===== config.mk =====
export PLATFORM = sky130hd
export DESIGN_NAME = iic_busdet_module
export DESIGN_NICKNAME = d
export VERILOG_FILES = /design/src/rtl/iic_busdet_module.sv
export SDC_FILE = /design/constraint.sdc
export NUM_CORES = 1
export LEC_CHECK = 0
export ABC_AREA = 0
export BUFFER_PORTS_ARGS = -buffer_cell sky130_fd_sc_hd__buf_2
export CAP_MARGIN = 20
export CORE_MARGIN = 3
export CORE_UTILIZATION = 25
export CTS_CLUSTER_SIZE = 30
export DETAILED_ROUTE_END_ITERATION = 8
export HOLD_SLACK_MARGIN = 0.06
export REMOVE_ABC_BUFFERS = 1
export SLEW_MARGIN = 30
export SYNTH_ARGS = -nofsm -noshare
export SYNTH_HDL_FRONTEND = slang
export SYNTH_SLANG_ARGS = --single-unit

===== constraint.sdc =====
create_clock -name iic_clk -period 2.04 [get_ports iic_clk]
set_input_delay 0.408 -clock iic_clk [delete_from_list [all_inputs] [get_ports iic_clk]]
set_output_delay 0.408 -clock iic_clk [all_outputs]
set_load 0.03 [all_outputs]

===== src/rtl/iic_busdet_module.sv =====
// IIC bus front end: synchronises and filters SCL/SDA, detects START/repeated START/STOP, captures bytes.
// Also detects the soft-reset command. Define IIC_BUSDET_TIMEOUT_EN to build the SCL-low bus timeout.
module iic_busdet_module #(
  parameter int               SYNC_STG   = 2,
  parameter int               FILT_LEN   = 3,
  parameter int               CMD_W      = 8,
  parameter logic [CMD_W-1:0] SWRST_CODE = {CMD_W{1'b1}},
  parameter int               SWRST_LEN  = 4,
  parameter int               TO_CYC     = 4096
) (
  input  logic                         iic_clk,
  input  logic                         iic_rst,
  input  logic                         scl_in,
  input  logic                         sda_in,
  input  logic                         ee_wbusy_comb,
  output logic                         iic_scl_f,
  output logic                         iic_sda_f,
  output logic                         iic_start_pulse,
  output logic                         iic_rstart_pulse,
  output logic                         iic_stop_pulse,
  output logic                         iic_valid,
  output logic [$clog2(CMD_W+1)-1:0]   iic_bitcnt,
  output logic [CMD_W-1:0]             iic_byte,
  output logic                         iic_byte_vld,
  output logic                         iic_ack_bit,
  output logic                         iic_sw_rst_n,
  output logic                         iic_timeout
);

  localparam int BC_W = $clog2(CMD_W + 1);
  localparam int FC_W = (FILT_LEN > 1) ? $clog2(FILT_LEN) : 1;
  localparam int SW_W = (SWRST_LEN > 1) ? $clog2(SWRST_LEN) : 1;

  typedef enum logic [1:0] {
    ST_IDLE   = 2'd0,
    ST_ACTIVE = 2'd1,
    ST_SWRST  = 2'd2
  } state_t;

  // Index 0 carries SCL, index 1 carries SDA.
  logic [1:0]                pin_s;
  logic [1:0][SYNC_STG-1:0]  sync_r;
  logic [1:0][FC_W-1:0]      filt_cnt_r;
  logic [1:0]                filt_r;
  logic [1:0]                filt_d_r;

  logic                      start_s;
  logic                      stop_s;
  logic                      sample_s;
  logic                      timeout_s;

  state_t                    state_r;
  state_t                    state_nxt_s;
  logic [SW_W-1:0]           swrst_cnt_r;
  logic                      swrst_done_s;
  logic                      start_acc_s;
  logic                      rstart_s;

  logic [BC_W-1:0]           bitcnt_r;
  logic [CMD_W-1:0]          shreg_r;
  logic [CMD_W:0]            sh_ext_s;
  logic [CMD_W-1:0]          byte_r;
  logic                      byte_vld_r;
  logic                      ack_r;
  logic                      first_r;
  logic                      arm_r;

  logic                      start_pulse_r;
  logic                      rstart_pulse_r;
  logic                      stop_pulse_r;
  logic                      valid_r;
  logic                      sw_rst_n_r;

  assign pin_s = {sda_in, scl_in};

  // Synchroniser chains followed by per-line stability filters
  always_ff @(posedge iic_clk) begin
    if (iic_rst) begin
      sync_r     <= {2{{SYNC_STG{1'b1}}}};
      filt_cnt_r <= {2{{FC_W{1'b0}}}};
      filt_r     <= 2'b11;
      filt_d_r   <= 2'b11;
    end else begin
      filt_d_r <= filt_r;
      for (int i = 0; i < 2; i++) begin
        sync_r[i] <= {sync_r[i][SYNC_STG-2:0], pin_s[i]};
        if (sync_r[i][SYNC_STG-1] == filt_r[i]) begin
          filt_cnt_r[i] <= {FC_W{1'b0}};
        end else if (filt_cnt_r[i] == FC_W'(FILT_LEN - 1)) begin
          filt_cnt_r[i] <= {FC_W{1'b0}};
          filt_r[i]     <= sync_r[i][SYNC_STG-1];
        end else begin
          filt_cnt_r[i] <= filt_cnt_r[i] + FC_W'(1);
        end
      end
    end
  end

  // SCL must be high in both cycles, so a simultaneous SCL/SDA change never qualifies.
  assign start_s  = filt_r[0] & filt_d_r[0] & filt_d_r[1] & ~filt_r[1];
  assign stop_s   = filt_r[0] & filt_d_r[0] & ~filt_d_r[1] & filt_r[1];
  assign sample_s = filt_r[0] & ~filt_d_r[0];

  assign swrst_done_s = (swrst_cnt_r == SW_W'(SWRST_LEN - 1));
  assign sh_ext_s     = {shreg_r, filt_r[1]};

`ifdef IIC_BUSDET_TIMEOUT_EN
  localparam int TO_W = (TO_CYC > 1) ? $clog2(TO_CYC) : 1;

  logic [TO_W-1:0] to_cnt_r;
  logic            timeout_r;

  assign timeout_s = valid_r & ~filt_r[0] & (to_cnt_r == TO_W'(TO_CYC - 1));

  // SCL-low watchdog, only running while a frame is open
  always_ff @(posedge iic_clk) begin
    if (iic_rst) begin
      to_cnt_r  <= {TO_W{1'b0}};
      timeout_r <= 1'b0;
    end else begin
      timeout_r <= timeout_s;
      if (!valid_r || filt_r[0] || timeout_s) begin
        to_cnt_r <= {TO_W{1'b0}};
      end else begin
        to_cnt_r <= to_cnt_r + TO_W'(1);
      end
    end
  end

  assign iic_timeout = timeout_r;
`else
  assign timeout_s   = 1'b0;
  assign iic_timeout = 1'b0 & (TO_CYC > 0);
`endif

  // FSM state register
  always_ff @(posedge iic_clk) begin
    if (iic_rst) begin
      state_r <= ST_IDLE;
    end else begin
      state_r <= state_nxt_s;
    end
  end

  // FSM next-state logic; an armed START always wins, even over a write-busy EEPROM
  always_comb begin
    state_nxt_s = state_r;
    case (state_r)
      ST_IDLE: begin
        if (start_s && arm_r) begin
          state_nxt_s = ST_SWRST;
        end else if (start_s && !ee_wbusy_comb) begin
          state_nxt_s = ST_ACTIVE;
        end else begin
          state_nxt_s = ST_IDLE;
        end
      end
      ST_ACTIVE: begin
        if (timeout_s) begin
          state_nxt_s = ST_IDLE;
        end else if (start_s && arm_r) begin
          state_nxt_s = ST_SWRST;
        end else if (stop_s) begin
          state_nxt_s = ST_IDLE;
        end else begin
          state_nxt_s = ST_ACTIVE;
        end
      end
      ST_SWRST: begin
        if (swrst_done_s) begin
          state_nxt_s = ST_IDLE;
        end else begin
          state_nxt_s = ST_SWRST;
        end
      end
      default: begin
        state_nxt_s = ST_IDLE;
      end
    endcase
  end

  // FSM output decode: which START events are accepted in the current state
  always_comb begin
    start_acc_s = 1'b0;
    rstart_s    = 1'b0;
    case (state_r)
      ST_IDLE: begin
        start_acc_s = start_s & ~arm_r & ~ee_wbusy_comb;
      end
      ST_ACTIVE: begin
        rstart_s = start_s & ~arm_r & ~timeout_s;
      end
      ST_SWRST: begin
        start_acc_s = 1'b0;
      end
      default: begin
        start_acc_s = 1'b0;
      end
    endcase
  end

  // Registered condition pulses, frame-valid and soft-reset outputs
  always_ff @(posedge iic_clk) begin
    if (iic_rst) begin
      start_pulse_r  <= 1'b0;
      rstart_pulse_r <= 1'b0;
      stop_pulse_r   <= 1'b0;
      valid_r        <= 1'b0;
      sw_rst_n_r     <= 1'b1;
      swrst_cnt_r    <= {SW_W{1'b0}};
    end else begin
      start_pulse_r  <= start_acc_s;
      rstart_pulse_r <= rstart_s;
      stop_pulse_r   <= stop_s;
      valid_r        <= (state_nxt_s == ST_ACTIVE);
      sw_rst_n_r     <= (state_nxt_s != ST_SWRST);
      if (state_r == ST_SWRST) begin
        swrst_cnt_r <= swrst_cnt_r + SW_W'(1);
      end else begin
        swrst_cnt_r <= {SW_W{1'b0}};
      end
    end
  end

  // Bit counter, shift register, byte capture and soft-reset arm flag
  always_ff @(posedge iic_clk) begin
    if (iic_rst) begin
      bitcnt_r   <= {BC_W{1'b0}};
      shreg_r    <= {CMD_W{1'b0}};
      byte_r     <= {CMD_W{1'b0}};
      byte_vld_r <= 1'b0;
      ack_r      <= 1'b0;
      first_r    <= 1'b0;
      arm_r      <= 1'b0;
    end else begin
      byte_vld_r <= 1'b0;
      if (state_nxt_s == ST_SWRST && state_r != ST_SWRST) begin
        arm_r <= 1'b0;
      end else begin
        arm_r <= arm_r;
      end
      if (state_nxt_s != ST_ACTIVE) begin
        bitcnt_r <= {BC_W{1'b0}};
      end else if (start_acc_s || rstart_s) begin
        // A partial byte in flight is simply dropped here.
        bitcnt_r <= {BC_W{1'b0}};
        first_r  <= 1'b1;
      end else if (state_r == ST_ACTIVE && sample_s) begin
        if (bitcnt_r == BC_W'(CMD_W)) begin
          bitcnt_r   <= {BC_W{1'b0}};
          byte_r     <= shreg_r;
          ack_r      <= filt_r[1];
          byte_vld_r <= 1'b1;
          first_r    <= 1'b0;
          arm_r      <= first_r & (shreg_r == SWRST_CODE) & filt_r[1];
        end else begin
          bitcnt_r <= bitcnt_r + BC_W'(1);
          shreg_r  <= sh_ext_s[CMD_W-1:0];
        end
      end else begin
        bitcnt_r <= bitcnt_r;
      end
    end
  end

  assign iic_scl_f        = filt_r[0];
  assign iic_sda_f        = filt_r[1];
  assign iic_start_pulse  = start_pulse_r;
  assign iic_rstart_pulse = rstart_pulse_r;
  assign iic_stop_pulse   = stop_pulse_r;
  assign iic_valid        = valid_r;
  assign iic_bitcnt       = bitcnt_r;
  assign iic_byte         = byte_r;
  assign iic_byte_vld     = byte_vld_r;
  assign iic_ack_bit      = ack_r;
  assign iic_sw_rst_n     = sw_rst_n_r;

endmodule


=== Word level (Yosys, flattened, before mapping) ===
Cells that the tools add are included.

* Add/sub/neg operators: 4
* Muxes and demuxes: 18
* Eq/ne operators: 14
* Bitwise gates (word level): 22
* Reduce and logical (&&, ||, !) cells: 19

{| class="wikitable"
|+ Operator list
! operator !! number
|-
| two-way mux 1 bit || 13
|-
| NOT 1 bit || 12
|-
| AND 1 bit || 10
|-
| equality test 2 bit (second input constant) || 5
|-
| OR reduction 3 bit || 3
|-
| equality test 8 bit (second input constant) || 1
|-
| AND reduction 4 bit || 2
|-
| adder 2 x 1 -> 2 bit (second input constant) || 3
|-
| two-way mux 2 bit || 3
|-
| one-hot mux 2 bit (3 select lines) || 1
|-
| adder 4 x 1 -> 4 bit (second input constant) || 1
|-
| equality test 2 x 1 -> 1 bit (second input constant) || 2
|-
| equality test 4 bit (second input constant) || 1
|-
| logical AND 1 bit || 4
|-
| two-way mux 4 bit || 1
|-
| inequality test 2 bit (second input constant) || 2
|-
| AND reduction 2 bit || 2
|-
| nonzero test 2 bit || 2
|-
| OR reduction 4 bit || 1
|-
| AND reduction 3 bit || 1
|-
| equality test 1 bit || 2
|-
| zero test 2 bit || 1
|-
| inequality test 2 x 1 -> 1 bit (second input constant) || 1
|-
| OR reduction 2 bit || 1
|-
| 2 further kinds || 2
|}

* Word-level logic and storage cells: 98
* Bits of input ports: 5
* Bits in registers: 45
* Output and inout port bits: 22

=== Logic depth before layout (Yosys ltp) ===
* Word-level depth: 14
* Mapped depth: 7

=== Worst setup path before layout ===
No wires, ideal clock.

* Kind: reg-to-reg
* From: register bitcnt_r[0], in the netlist iic_bitcnt[0]
* To: register byte_r[7], in the netlist iic_byte[7]
* Required time: 1970 ps
* Setup slack: 368 ps
* Buffers on the path: 1
* Arrival: 1602 ps
* Clock period less this slack: 1672 ps
* Library setup time: 70 ps
* Cell stages (with the launch flop): 7
* Path through: dfxtp_1 inv_1 ha_1 nand3b_1 clkbuf_1 o21ai_0 a21oi_1

* Cells in the longest elaborated chain, start to end: 2

{| class="wikitable"
|+ RTL lines
! what !! RTL line !! source
|-
| start, declared || 59 || <nowiki>logic [BC_W-1:0] bitcnt_r;</nowiki>
|-
| start signal, assigned || 228 || <nowiki>bitcnt_r <= {BC_W{1'b0}};</nowiki>
|-
| start signal, assigned || 243 || <nowiki>bitcnt_r <= {BC_W{1'b0}};</nowiki>
|-
| start signal, assigned || 246 || <nowiki>bitcnt_r <= {BC_W{1'b0}};</nowiki>
|-
| equality test 4 bit || 249 || <nowiki>if (bitcnt_r == BC_W'(CMD_W)) begin</nowiki>
|-
| AND reduction 4 bit (no source line) || - ||
|-
| end signal, assigned || 230 || <nowiki>byte_r <= {CMD_W{1'b0}};</nowiki>
|-
| end signal, assigned || 251 || <nowiki>byte_r <= shreg_r;</nowiki>
|-
| end, declared || 62 || <nowiki>logic [CMD_W-1:0] byte_r;</nowiki>
|}

Every way passes these cells.
A chain may end at the register's enable or synchronous reset.

=== Worst setup path in the final report ===
* From: register state_r[0]
* To: register arm_r

* Cells in the longest elaborated chain, start to end: 9
* Elaborated cells on any way between the ends: 17
* Classes of those cells: eq/ne: 5; mux: 8; reduce/logical: 4

{| class="wikitable"
|+ RTL lines
! what !! RTL line !! source
|-
| start, declared || 52 || <nowiki>state_t state_r;</nowiki>
|-
| start signal, assigned || 141 || <nowiki>state_r <= state_nxt_s;</nowiki>
|-
| equality test 2 bit (tied with other cells) || 148 || <nowiki>case (state_r)</nowiki>
|-
| one-hot mux 2 bit (3 select lines) || 148 ||
|-
| equality test 2 bit || 237 || <nowiki>if (state_nxt_s == ST_SWRST && state_r != ST_SWRST) begin</nowiki>
|-
| logical AND 1 bit || 237 ||
|-
| two-way mux 1 bit || 237 ||
|-
| two-way mux 1 bit || 249 ||
|-
| two-way mux 1 bit || 248 || <nowiki>end else if (state_r == ST_ACTIVE && sample_s) begin</nowiki>
|-
| two-way mux 1 bit || 244 || <nowiki>end else if (start_acc_s || rstart_s) begin</nowiki>
|-
| two-way mux 1 bit * || 242 || <nowiki>if (state_nxt_s != ST_ACTIVE) begin</nowiki>
|-
| end signal, assigned || 240 || <nowiki>arm_r <= arm_r;</nowiki>
|-
| end signal, assigned || 255 || <nowiki>arm_r <= first_r & (shreg_r == SWRST_CODE) & filt_r[1];</nowiki>
|-
| end, declared || 66 || <nowiki>logic arm_r;</nowiki>
|}

Mark *: on every way between the ends. The rest lies on a longest branch, timed or not.

==> results.ini <==
[clock_network]
cts_buffers=5
cts.path.max_buffers=2
cts_tree=built
hold_buffers=0
cts_setup_buffers=0
cts_resized=0
clk_pin_slew_ns=0.08
htree_levels=2
clkLatencyLatePin_ns=0.30
clock_sinks=45
cts-root-buf=clkbuf_8

[synth]
synth.area.top_cells=dfxtp_1, a21oi_1, nand3_1
synth.cells.most_frequent=dfxtp_1, a21oi_1, nand3_1
synth_cells=193
avgSynthCellArea_um2=9.26
yosysMostFrequentCell=dfxtp_1
ys_warn_count=0
synth-async-reset-ratio_pct=0
yosysSeqAreaShare_pct=50.4
synth_top_area_share_pct=50.4
syn-cell-area_um2=1790
synth_seq_cells=45
synth_edf_count=0
yosysTopAreaCell=dfxtp_1
synth.distinct_cells=41
ys.flop_type=dfxtp_1

[drt]
first_pass_iters=4
route.detailed.drc=0
vias=1419
totalWireLength_um=3810
routed_via_density=4.52
routedWlPerCell_um=12.1
ant_nets=0
drt_iter0_markers=74

[layout]
layout-drive-gt1-share_pct=22.5
final_util_pct=31.2
nets=227
diodes=0
area_delta_synth_final_pct=19.9

[worst_setup_path]
crit_cells=3
critPathSlowestCell=and4bb_2
cpPeakStageDelay_ns=0.60
crit_family=simple AND/OR/NAND/NOR gates
criticalPathCategory=register to register
crit_fanout=23
startpoint_type=register
required_ns=2.25
endpoint_kind=register
crit_chain=and4bb_2, nand2_1, o32ai_1
worst-r2r-cell-count=3
worst-path-buf-inv=0
endpoint=arm_r$_SDFF_PP0_
worstPathArrival_ns=1.71
timing.rr.end=arm_r$_SDFF_PP0_
r2r_slack_ns=0.54
regToRegStartpoint=state_r[0]$_SDFF_PP0_
cp-startpoint=state_r[0]$_SDFF_PP0_

[power]
p_leak_nw=0.780
p_comb_share_pct=1.9
ir_drop_mv=0.237
p_clk_share_pct=46.2
switching_share_pct=18.9
switchingPower_w=0.000323
p_seq_share_pct=52.0
p_per_area_nw_per_um2=795
p_int_w=0.00138

[sta]
rsz0062_at_grt=no
slew_viol_final=0
fin_crit_sh_pct=73.5
finalSetupViolations=0
fin_crit_ns=1.50
finalSetupTns_ns=0
fin_worst_skew_ns=0.00802
hold_viol=0
fmax_mhz=667

[min_path]
holdCritStartpoint=sda_in
hold_depth=2
min_path_type=primary input to register

[global_route]
grt_pass1_vias=1314
grt_max_degree=34
antenna_found_initial=0
grt_pass1_wl_um=6400
grt_usage_pct=9.62
overflow=0

[status]
status=completed

[floorplan]
ios=27
die_area_um2=8200
initial_core_util_pct=26.0
die_w_um=90.5
design.core.area_um2=6870
die_h_um=90.5
row_count=30

[placed_design]
place_congestion=0.761
io_buffer_count=25
hpwl_um=2480

[flow_run]
maxCapViolCount=0

sequential cells by signal, indices dropped and copies added (netlist names):
name              count
iic_byte              8
shreg_r               8
filt_cnt_r            4
iic_bitcnt            4
sync_r                4
filt_d_r              2
filt_r                2
state_r               2
swrst_cnt_r           2
arm_r                 1
first_r               1
iic_ack_bit           1
iic_byte_vld          1
iic_rstart_pulse      1
iic_start_pulse       1
iic_stop_pulse        1
iic_sw_rst_n          1
iic_valid             1
per-layer routing:
layer / vias to the layer above / GRT usage, % / part of all wire (%)
li1: 726 / - / -
met1: 658 / 12.4 / 47
met2: 31 / 15.0 / 46
met3: 4 / 2.92 / 5.2
met4: 0 / 3.83 / 1.5
met5: - / 0 / 0
cells in the final DEF, fill, tap and decap left out, types with 3 or more instances in the layout:
master / Yosys / final
dfxtp_1: 45 / 45
buf_2: 4 / 25
a21oi_1: 23 / 23
nand3_1: 21 / 21
o21ai_0: 18 / 18
inv_1: 7 / 7
nand2_1: 7 / 7
nor2_1: 6 / 6
or2_2: 6 / 6
buf_4: 1 / 6
ha_1: 5 / 5
clkbuf_8: 0 / 5
o21bai_1: 4 / 4
or4_1: 3 / 3
xnor2_1: 3 / 3
nor3_1: 3 / 3
layout make-up:
type	count	area (um^2)
multi-input combinational	127	791
tap	96	120
clock buffer	5	68.8
fill	706	4730
clock inverter	3	65.1
timing repair buffer	31	170
inverter	7	26.3
sequential	45	901
worst register-to-register path, cell delays in order, from the launching register on:
cell and delay, ns:
dfxtp_1 0.50, and4bb_2 0.60, nand2_1 0.18, o32ai_1 0.13
through the flow:
stage                     hold slack, ns  setup slack [ns]  instance area [um^2]  std cells  total power, W
final                              0.292             0.541                  2140        314         0.00170
after global routing               0.284             0.443                  2140        314         0.00176
after CTS                          0.281             0.523                  2140        314         0.00173
after detailed placement           0.395             0.568                  2010        306        0.000938
after global placement             0.392             0.577                  2010        306        0.000938
after floorplan                    0.389             0.403                  1720        179        0.000920
power groups by stage:
| stage | logic (W) | registers, W | clock network, W |
|---|---|---|---|
| after global routing | 0.0000356 | 0.000886 | 0.000840 |
| after detailed placement | 0.0000322 | 0.000906 | 0 |
| final | 0.0000316 | 0.000885 | 0.000787 |
| after global placement | 0.0000318 | 0.000906 | 0 |
| after floorplan | 0.0000132 | 0.000907 | 0 |
| after CTS | 0.0000324 | 0.000886 | 0.000813 |
how the worst min path moves through the flow:
stage / end / slack, ns
detailed placement: sync_r[3]$_SDFF_PP1_ / 0.39
global placement: sync_r[3]$_SDFF_PP1_ / 0.39
finish: sync_r[2]$_SDFF_PP1_ / 0.29
CTS: sync_r[2]$_SDFF_PP1_ / 0.28
floorplan: sync_r[1]$_SDFF_PP1_ / 0.39
global route: sync_r[2]$_SDFF_PP1_ / 0.28
cells by family after synthesis:
logic type                 Yosys count  synth area share (%)
and+or+nand+nor                     64                  21.8
DFF                                 45                  50.4
AOI/OAI and AO/OA                   54                  17.2
xor gates and xnor gates             3                  1.47
buffers and inverters               21                  5.32
other                                1                 0.210
adders and majority gates            5                  3.50
Power figures use the tool's default switching activity.
